$ cat config.mk
export PLATFORM = sky130hd
export DESIGN_NAME = disp_ram_arbiter
export DESIGN_NICKNAME = d
export VERILOG_FILES = /design/src/rtl/disp_ram_arbiter.sv
export SDC_FILE = /design/constraint.sdc
export NUM_CORES = 1
export LEC_CHECK = 0
export BUFFER_PORTS_ARGS = -buffer_cell sky130_fd_sc_hd__buf_2
export CORE_MARGIN = 1
export CORE_UTILIZATION = 33
export DETAILED_ROUTE_END_ITERATION = 8
export GPL_ROUTABILITY_DRIVEN = 1
export RECOVER_POWER = 100
export SLEW_MARGIN = 20
export SYNTH_ARGS = -nofsm -noshare
export SYNTH_HDL_FRONTEND = slang
export SYNTH_SLANG_ARGS = --single-unit
$ cat constraint.sdc
create_clock -name clk -period 2.1 [get_ports clk]
set_input_delay 0.315 -clock clk [delete_from_list [all_inputs] [get_ports clk]]
set_output_delay 0.315 -clock clk [all_outputs]
set_load 0.005 [all_outputs]
$ cat src/rtl/disp_ram_arbiter.sv
// Merges N_CH display-field write streams into one display RAM write port.
// Each channel is buffered by a small FIFO; a round-robin arbiter drains one entry per cycle.
module disp_ram_arbiter #(
  parameter int unsigned N_CH       = 2,
  parameter int unsigned AW         = 4,
  parameter int unsigned DW         = 8,
  parameter int unsigned FIFO_DEPTH = 4
) (
  input  logic                         clk,
  input  logic                         rst,
  input  logic [N_CH-1:0]              ch_we,
  input  logic [N_CH*AW-1:0]           ch_addr,
  input  logic [N_CH*DW-1:0]           ch_data,
  output logic [N_CH-1:0]              ch_drop,
  output logic                         out_we,
  output logic [$clog2(N_CH)+AW-1:0]   out_addr,
  output logic [DW-1:0]                out_data,
  output logic                         idle
);

  localparam int unsigned CW = $clog2(N_CH);
  localparam int unsigned PW = $clog2(FIFO_DEPTH);
  localparam int unsigned EW = AW + DW;
  localparam logic [PW:0] FullCnt = (PW+1)'(FIFO_DEPTH);

  logic [EW-1:0] mem_q    [N_CH][FIFO_DEPTH];
  logic [PW-1:0] wr_ptr_q [N_CH];
  logic [PW-1:0] rd_ptr_q [N_CH];
  logic [PW:0]   cnt_q    [N_CH];
  logic [CW-1:0] last_q;

  logic [N_CH-1:0] full;
  logic [N_CH-1:0] nonempty;
  logic [N_CH-1:0] push;
  logic [N_CH-1:0] pop;
  logic            gnt_valid;
  logic [CW-1:0]   gnt_idx;
  logic [EW-1:0]   head;

  // Full is judged on the pre-pop count, so a full FIFO never accepts a push-through.
  always_comb begin
    full     = '0;
    nonempty = '0;
    push     = '0;
    for (int unsigned i = 0; i < N_CH; i++) begin
      full[i]     = (cnt_q[i] == FullCnt);
      nonempty[i] = (cnt_q[i] != '0);
      push[i]     = ch_we[i] & ~full[i];
    end
  end

  // Search last+1, last+2, ... so the most recent winner has lowest priority.
  always_comb begin
    gnt_valid = 1'b0;
    gnt_idx   = '0;
    for (int unsigned k = 1; k <= N_CH; k++) begin
      if (!gnt_valid && nonempty[(32'(last_q) + k) % N_CH]) begin
        gnt_valid = 1'b1;
        gnt_idx   = CW'((32'(last_q) + k) % N_CH);
      end
    end
  end

  always_comb begin
    pop = '0;
    for (int unsigned i = 0; i < N_CH; i++) begin
      pop[i] = gnt_valid & (gnt_idx == CW'(i));
    end
    head = mem_q[gnt_idx][rd_ptr_q[gnt_idx]];
  end

  always_ff @(posedge clk) begin
    for (int unsigned i = 0; i < N_CH; i++) begin
      if (push[i]) begin
        mem_q[i][wr_ptr_q[i]] <= {ch_addr[i*AW +: AW], ch_data[i*DW +: DW]};
      end
    end
  end

  always_ff @(posedge clk) begin
    if (rst) begin
      for (int unsigned i = 0; i < N_CH; i++) begin
        wr_ptr_q[i] <= '0;
        rd_ptr_q[i] <= '0;
        cnt_q[i]    <= '0;
      end
      last_q   <= CW'(N_CH - 1);
      ch_drop  <= '0;
      out_we   <= 1'b0;
      out_addr <= '0;
      out_data <= '0;
    end else begin
      for (int unsigned i = 0; i < N_CH; i++) begin
        if (push[i]) wr_ptr_q[i] <= wr_ptr_q[i] + 1'b1;
        if (pop[i])  rd_ptr_q[i] <= rd_ptr_q[i] + 1'b1;
        if (push[i] && !pop[i]) begin
          cnt_q[i] <= cnt_q[i] + 1'b1;
        end else if (!push[i] && pop[i]) begin
          cnt_q[i] <= cnt_q[i] - 1'b1;
        end
        ch_drop[i] <= ch_we[i] & full[i];
      end
      if (gnt_valid) begin
        out_we   <= 1'b1;
        out_addr <= {gnt_idx, head[EW-1 -: AW]};
        out_data <= head[DW-1:0];
        last_q   <= gnt_idx;
      end else begin
        out_we   <= 1'b0;
      end
    end
  end

  assign idle = ~out_we & ~(|nonempty);

endmodule

Word level (Yosys, flattened, before mapping) --
Memory sizes are Yosys's and may differ from the RTL's. Index checks and enable logic that the tools add are counted.
Storage, ports and cells: bits in registers 17, input port bits 28, output and inout port bits 17, logic and storage cells 120, latch bits 0, memories 4, bits in read-only memories 0, bits in writable memories 110
Cells by class: shift-type cells 0, multiplexer cells 54, multiply operators 0, bitwise logic cells 23, div/mod/pow operators 0, equal/unequal tests 2, $add $sub $neg 10, order comparisons 7, reductions and logical operators 15
Memories:
- mem_q | depth 2, width 48, rd ports 1, clocked after Yosys merged registers in 0, wr ports 2, RTL line 26 | logic [EW-1:0] mem_q [N_CH][FIFO_DEPTH];
- cnt_q | depth 2, width 3, rd ports 2, clocked after Yosys merged registers in 0, wr ports 2, RTL line 29 | logic [PW:0] cnt_q [N_CH];
- rd_ptr_q | depth 2, width 2, rd ports 3, clocked after Yosys merged registers in 0, wr ports 2, RTL line 28 | logic [PW-1:0] rd_ptr_q [N_CH];
- wr_ptr_q | depth 2, width 2, rd ports 2, clocked after Yosys merged registers in 0, wr ports 2, RTL line 27 | logic [PW-1:0] wr_ptr_q [N_CH];
Operator list (count):
- $mux 48 | 2
- $demux 12 s2 | 2
- $mux 12 | 4
- $mux 1 | 37
- $bmux 12 s2 | 1
- $mux 3 | 4
- $ge 3x3->1 const B | 3
- $not 2->3 | 3
- $add 2x1->2 const B | 4
- $mux 2 | 4
- $or 1x1->1 | 8
- $and 1x1->1 | 7
- $logic_and 1x1->1 | 7
- $add 3x1->3 const B | 2
- $eq 3x3->1 const B | 2
- $lt 3x1->1 const B | 2
- $reduce_bool 3->1 | 2
- $sub 3x1->3 const B | 2
- $logic_not 1->1 | 5
- $not 1->1 | 5
- $lt 1x2->1 const B | 2
- $add 1x1->1 const B | 2
- $reduce_or 2->1 | 1

Depth between registers and ports, before layout --
Gate-level depths: netlist (run 1).
depth in word-level cells 16, gate-level depth with buffers 10, depth with buffers taken out 9

Worst setup path after synthesis (run 1) --
OpenSTA, ideal clock, no wires.
path type register -> register, start point mem cnt_q[1][0] (netlist name), end point mem cnt_q[0][2] (netlist name) (data pin), required time 1.846 ns, arrival time 1.896 ns, path slack -0.050 ns, cell stages (with the launch flop) 11, buffers on the path 1, setup time 0.254 ns, cell sequence edfxtp_1 > inv_1 > ha_1 > nand2b_1 > o21ai_2 > buf_6 > nand3_1 > fa_1 > xor2_1 > xnor2_1 > nor2_1
RTL lines (RTL line):
- start: declaration | 29

==> impl_metrics.env, run 1 <==
export IMPL_status="completed"
export IMPL_grt_use_total=0.135
export IMPL_cpLargestDelayFamily="adder cells"
export IMPL_reg2reg_depth=9
export IMPL_hold_violations=0
export IMPL_wl_met1_um=4410
export IMPL_cp_buffers_inverters=1
export IMPL_yosys_warnings=0
export IMPL_drive_above_1_share=0.319
export IMPL_synth_nets=332
export IMPL_synthMuxAreaShare=0.127
export IMPL_wl_per_cell_um=16.7
export IMPL_place_gp_congestion=0.768
export IMPL_timing_fmax_mhz=499
export IMPL_dr_pass1_iters=6
export IMPL_via_count=2766
export IMPL_clockRootBuffer="clkbuf_16"
export IMPL_worst_pin_slew_ps=362
export IMPL_power_density_nw_per_um2=1450
export IMPL_clock_sinks=127
export IMPL_hp_start="rst"
export IMPL_core_area_um2=15300
export IMPL_wl_met2_um=5030
export IMPL_setup_ws_ps=96.9
export IMPL_cp_arrival_ps=2170
export IMPL_finalSetupViolCount=0
export IMPL_synth_fa_ha_area_frac=0.0304
export IMPL_antenna_cells=0
export IMPL_cp_slowest_stage_delay_ps=370
export IMPL_cts_buffers=17
export IMPL_required_ps=2270
export IMPL_synth_top_area_cell="edfxtp_1"
export IMPL_die_h_um=127
export IMPL_grt_pass1_wl_um=15500
export IMPL_dpl_hpwl_um=6790
export IMPL_yosys_top_cells_area="edfxtp_1, mux4_2, dfxtp_1"
export IMPL_syn_area_um2=5190
export IMPL_dpl_cell_count=562
export IMPL_cp_end_kind="register"
export IMPL_synth_compound_area_frac=0.0461
export IMPL_antenna_found_initial=0
export IMPL_grt_setup_unrepaired="no"
export IMPL_min_to="out_we"
export IMPL_met3_length_um=388
export IMPL_crit_chain="inv_2 -> ha_4 -> and2b_1 -> a21oi_2 -> nand3_2 -> fa_2 -> xor2_2 -> xnor2_1 -> nor2_1"
export IMPL_synth_edf_count=110
export IMPL_clk_pin_slew_worst_paths_ps=60
export IMPL_r2r_setup_slack_ps=100
export IMPL_drtIter0Drc=181
export IMPL_cp_slowest_cell="edfxtp_1"
export IMPL_synth_simple_area_share=0.0613
export IMPL_r2r_start="cnt_q[1][0]"
export IMPL_dp_slack_ps=-46.7
export IMPL_relSlewSlack=0.759
export IMPL_async_flop_share=0
export IMPL_dieArea_um2=16200
export IMPL_grt_overflow_total=0
export IMPL_grt_max_degree=30
export IMPL_ys_seq_area_frac=0.703
export IMPL_area_growth_pct=24.0
export IMPL_htreeDepth=4
export IMPL_place_port_buffers=44
export IMPL_top_layer_used="met4"
export IMPL_die_w_um=127
export IMPL_max_cap_violations=0
export IMPL_hold_depth=2
export IMPL_yosysMostFrequentCell="edfxtp_1"
export IMPL_reg2reg_to="cnt_q[0][2]"
export IMPL_synth_seq_cells=127
export IMPL_ys_flop_type="edfxtp_1"
export IMPL_holdCritPathClass="input port to register"
export IMPL_final_util=0.421
export IMPL_placementRows=45
export IMPL_cts_tree="done"
export IMPL_clkLatencyLatePin_ps=410
export IMPL_fin_worst_skew_ps=8.26
export IMPL_io_pins=45
export IMPL_setup_tns_ps=0
export IMPL_num_nets_final=412
export IMPL_fin_crit_sh=0.954
export IMPL_power_leakage_nw=2.33
export IMPL_period_needed_ps=2000
export IMPL_syn_area_per_cell_um2=17.8
export IMPL_grt_pass1_vias=2844
export IMPL_drc_errors=0
export IMPL_ant_nets=0
export IMPL_timing_hold_ws_ps=90.2
export IMPL_drv_slew=0
export IMPL_synth_top_area_share=0.637
export IMPL_crit_path_start_kind="register"
export IMPL_ys_top_cells_by_count="edfxtp_1, mux4_2, nor2_1"
export IMPL_cts_buffer_depth=2
export IMPL_crit_type="register to register"
export IMPL_layout_cells_non_filler=596
export IMPL_synth_xor_area_share=0.00844
export IMPL_synth_top_family_by_area="multiplexers"
export IMPL_critical_path_max_fanout=5
export IMPL_viasPerCell=4.64
export IMPL_drt_wl_total_um=9970
export IMPL_initial_core_util=0.340
export IMPL_vdd_drop_max_mv=0.711
export IMPL_synth_cells=292
export IMPL_yosysUniqueCellTypes=40
==> how the worst max path moves through the flow <==
stage | start | end | cells after the start
floorplan | cnt_q[1][0] | cnt_q[0][2] | 10
global placement | cnt_q[1][1] | cnt_q[0][2] | 9
detailed placement | cnt_q[1][1] | cnt_q[0][2] | 9
CTS | cnt_q[1][1] | idle | 7
global route | cnt_q[1][0] | cnt_q[0][2] | 9
finish | cnt_q[1][0] | cnt_q[0][2] | 9
==> repair_timing <==
action,CTS,global route
pin swaps,0,3
gates resized for setup,2,8
buffers inserted,0,2
endpoints found under the setup margin,1,2
hold buffers,0,0
==> worst register-to-register path, stage by stage (launching register included) <==
cell and delay, ps:
edfxtp_1 370, inv_2 70, ha_4 170, and2b_1 180
a21oi_2 180, nand3_2 110, fa_2 360, xor2_2 150
xnor2_1 130, nor2_1 60
==> layout by cell type (no fill, tap or decap), drive strengths merged, types with 3 or more instances in the layout <==
master | Yosys | final
edfxtp | 110 | 110
buf | 10 | 50
clkbuf | 3 | 43
mux4 | 24 | 24
nor2 | 22 | 22
dfxtp | 17 | 17
a211oi | 14 | 14
inv | 9 | 13
mux2i | 12 | 12
ha | 11 | 11
and2 | 7 | 7
a21oi | 6 | 6
nor3 | 6 | 6
clkinv | 0 | 5
nand2b | 4 | 4
and3 | 4 | 4
o21ai | 4 | 4
xnor2 | 3 | 3
bufinv | 0 | 3
nand2 | 3 | 3
or2 | 3 | 3
nand3 | 3 | 3
==> cells by family after synthesis <==
logic type | Yosys count
flops | 127
simple gates | 58
mux | 36
compound gates | 32
buf+inv | 22
fa+ha+maj | 12
xor+xnor | 5
==> layer usage <==
| layer | global-route usage | up-vias |
|---|---|---|
| met5 | 0 | - |
| met4 | 0.0588 | 0 |
| met3 | 0.0381 | 17 |
| met2 | 0.222 | 51 |
| met1 | 0.167 | 1390 |
| li1 | - | 1308 |
==> where the power goes <==
| part | internal [mW] | switching (mW) |
|---|---|---|
| clock network | 1.87 | 1.06 |
| logic | 1.40 | 1.45 |
| registers | 3.30 | 0.219 |
==> state kept, by name, summed over array words and instances (netlist names) <==
| name | cells |
|---|---|
| out_data | 8 |
| ch_drop | 2 |
| last_q | 1 |
| cnt_q | 6 |
| out_addr | 5 |
| wr_ptr_q | 4 |
| mem_q | 96 |
| out_we | 1 |
| rd_ptr_q | 4 |
==> through the flow <==
step / cell area [µm²] / power (mW)
detailed placement: 5810 / 6.35
floorplan: 5190 / 5.45
CTS: 6420 / 9.34
global placement: 5810 / 6.27
global route: 6430 / 9.78
finish: 6430 / 9.30
==> layout make-up <==
cell class	count	area [µm²]
flip-flops and latches	127	3640
multi-input cells	143	1470
fillers	1413	8830
clock buffers	19	433
well taps	211	264
inverters	9	33.8
repair buffers	74	428
clock inverters	13	159
Power figures use the tool's default switching activity.
==> run 2: changes to the inputs <==
--- a/config.mk
+++ b/config.mk
@@ -11,6 +11,7 @@
 export DETAILED_ROUTE_END_ITERATION = 8
 export GPL_ROUTABILITY_DRIVEN = 1
 export RECOVER_POWER = 100
+export REMOVE_ABC_BUFFERS = 1
 export SLEW_MARGIN = 20
 export SYNTH_ARGS = -nofsm -noshare
 export SYNTH_HDL_FRONTEND = slang
==> impl_metrics.env, run 2 (synthesized netlist as in run 1, its figures left out) <==
export IMPL_status="completed"
export IMPL_antenna_cells=0
export IMPL_place_gp_congestion=0.753
export IMPL_clk_pin_slew_worst_paths_ps=60
export IMPL_wl_per_cell_um=16.8
export IMPL_clockRootBuffer="clkbuf_16"
export IMPL_crit_chain="inv_2 -> ha_4 -> and2b_2 -> a21oi_2 -> nand3_2 -> fa_2 -> xor2_2 -> xnor2_1 -> nor2_1"
export IMPL_fin_crit_sh=0.983
export IMPL_dpl_hpwl_um=6490
export IMPL_grt_overflow_total=0
export IMPL_drive_above_1_share=0.334
export IMPL_cp_buffers_inverters=1
export IMPL_final_area_um2=6540
export IMPL_cts_tree="done"
export IMPL_drc_errors=0
export IMPL_cpLargestDelayFamily="adder cells"
export IMPL_cp_slowest_cell="fa_2"
export IMPL_cp_arrival_ps=2230
export IMPL_finalSetupViolCount=0
export IMPL_final_common_cell="edfxtp_1"
export IMPL_layout_common_cells="edfxtp_1, buf_4, clkbuf_1"
export IMPL_placementRows=45
export IMPL_grt_max_degree=29
export IMPL_drtIter0Drc=165
export IMPL_crit_type="register to register"
export IMPL_crit_path_start_kind="register"
export IMPL_drv_slew=0
export IMPL_grt_setup_unrepaired="yes"
export IMPL_cts_buffer_depth=2
export IMPL_io_pins=45
export IMPL_clock_sinks=127
export IMPL_timing_hold_ws_ps=157
export IMPL_dpl_cell_count=561
export IMPL_required_ps=2270
export IMPL_fillers=1359
export IMPL_viasPerCell=4.62
export IMPL_power_density_nw_per_um2=1470
export IMPL_fin_worst_skew_ps=6.58
export IMPL_grt_pass1_wl_um=15200
export IMPL_max_cap_violations=0
export IMPL_period_needed_ps=2060
export IMPL_htreeDepth=4
export IMPL_r2r_setup_slack_ps=40
export IMPL_cts_buffers=17
export IMPL_worst_pin_slew_ps=487
export IMPL_grt_pass1_vias=2892
export IMPL_die_h_um=127
export IMPL_vdd_drop_max_mv=0.658
export IMPL_largest_reg_flops=96
export IMPL_grt_use_total=0.132
export IMPL_cp_end_kind="register"
export IMPL_ant_nets=0
export IMPL_holdCritPathClass="input port to register"
export IMPL_power_leakage_nw=2.40
export IMPL_timing_fmax_mhz=484
export IMPL_critical_path_max_fanout=4
export IMPL_relSlewSlack=0.674
export IMPL_dp_slack_ps=-40.7
export IMPL_power_mw=9.61
export IMPL_initial_core_util=0.340
export IMPL_setup_tns_ps=0
export IMPL_num_nets_final=416
export IMPL_cp_slowest_stage_delay_ps=370
export IMPL_core_area_um2=15300
export IMPL_layout_cells_non_filler=600
export IMPL_drt_wl_total_um=10100
export IMPL_postCtsHoldBufs=0
export IMPL_place_port_buffers=44
export IMPL_clkLatencyLatePin_ps=410
export IMPL_die_w_um=127
export IMPL_hold_violations=0
export IMPL_final_util=0.429
export IMPL_placed_area_um2=5810
export IMPL_setup_ws_ps=35.6
export IMPL_area_growth_pct=26.2
export IMPL_dr_pass1_iters=4
export IMPL_via_count=2773
export IMPL_antenna_found_initial=0
export IMPL_dieArea_um2=16200
run 2: changes by cell type in the layout (fill, tap and decap cells not counted), moves of 2 or more:
| cell | delta |
|---|---|
| clkinv_1 | -2 |
| clkinv_2 | +2 |
| inv_6 | -3 |
| clkinv_4 | +2 |
run 2: area by class of cell:
type / instances / area, µm² / area share
tap: 211 / 264 / 0.0403
clock buffer: 19 / 443 / 0.0677
sequential: 127 / 3640 / 0.557
timing repair buffer: 78 / 499 / 0.0763
clock inverter: 13 / 186 / 0.0285
multi-input combinational: 143 / 1470 / 0.225
inverter: 9 / 33.8 / 0.00516
run 2: worst paths after layout:
path / endpoint / depth (start not counted) / start
max: cnt_q[0][2] / 9 / cnt_q[1][1]
min: mem_q[0][20] / 1 / ch_addr[0]
max reg2reg: cnt_q[0][2] / 9 / cnt_q[1][1]
min reg2reg: out_addr[4] / 2 / out_addr[4]
run 2: layer usage:
metal,global-route usage,wire [µm],part of all wire
met1,0.158,4370,0.43
met4,0.0616,191,0.019
met2,0.217,5130,0.51
met5,0,0,0
met3,0.0436,397,0.039
run 2: timing repair:
item,CTS,global route
gates cloned,1,0
gates resized for setup,4,10
pin swaps,0,3
endpoints found under the setup margin,2,3
buffers inserted,2,4
run 2: power by group:
part / switching, mW / internal, mW
combinational: 1.52 / 1.51
clock: 1.07 / 2.02
sequential: 0.194 / 3.29
total: 2.78 / 6.83
run 2: worst register-to-register path: stages, from the launching register on:
cell,delay [ps]
edfxtp_1,360
inv_2,60
ha_4,160
and2b_2,210
a21oi_2,170
nand3_2,120
fa_2,370
xor2_2,190
xnor2_1,130
nor2_1,50
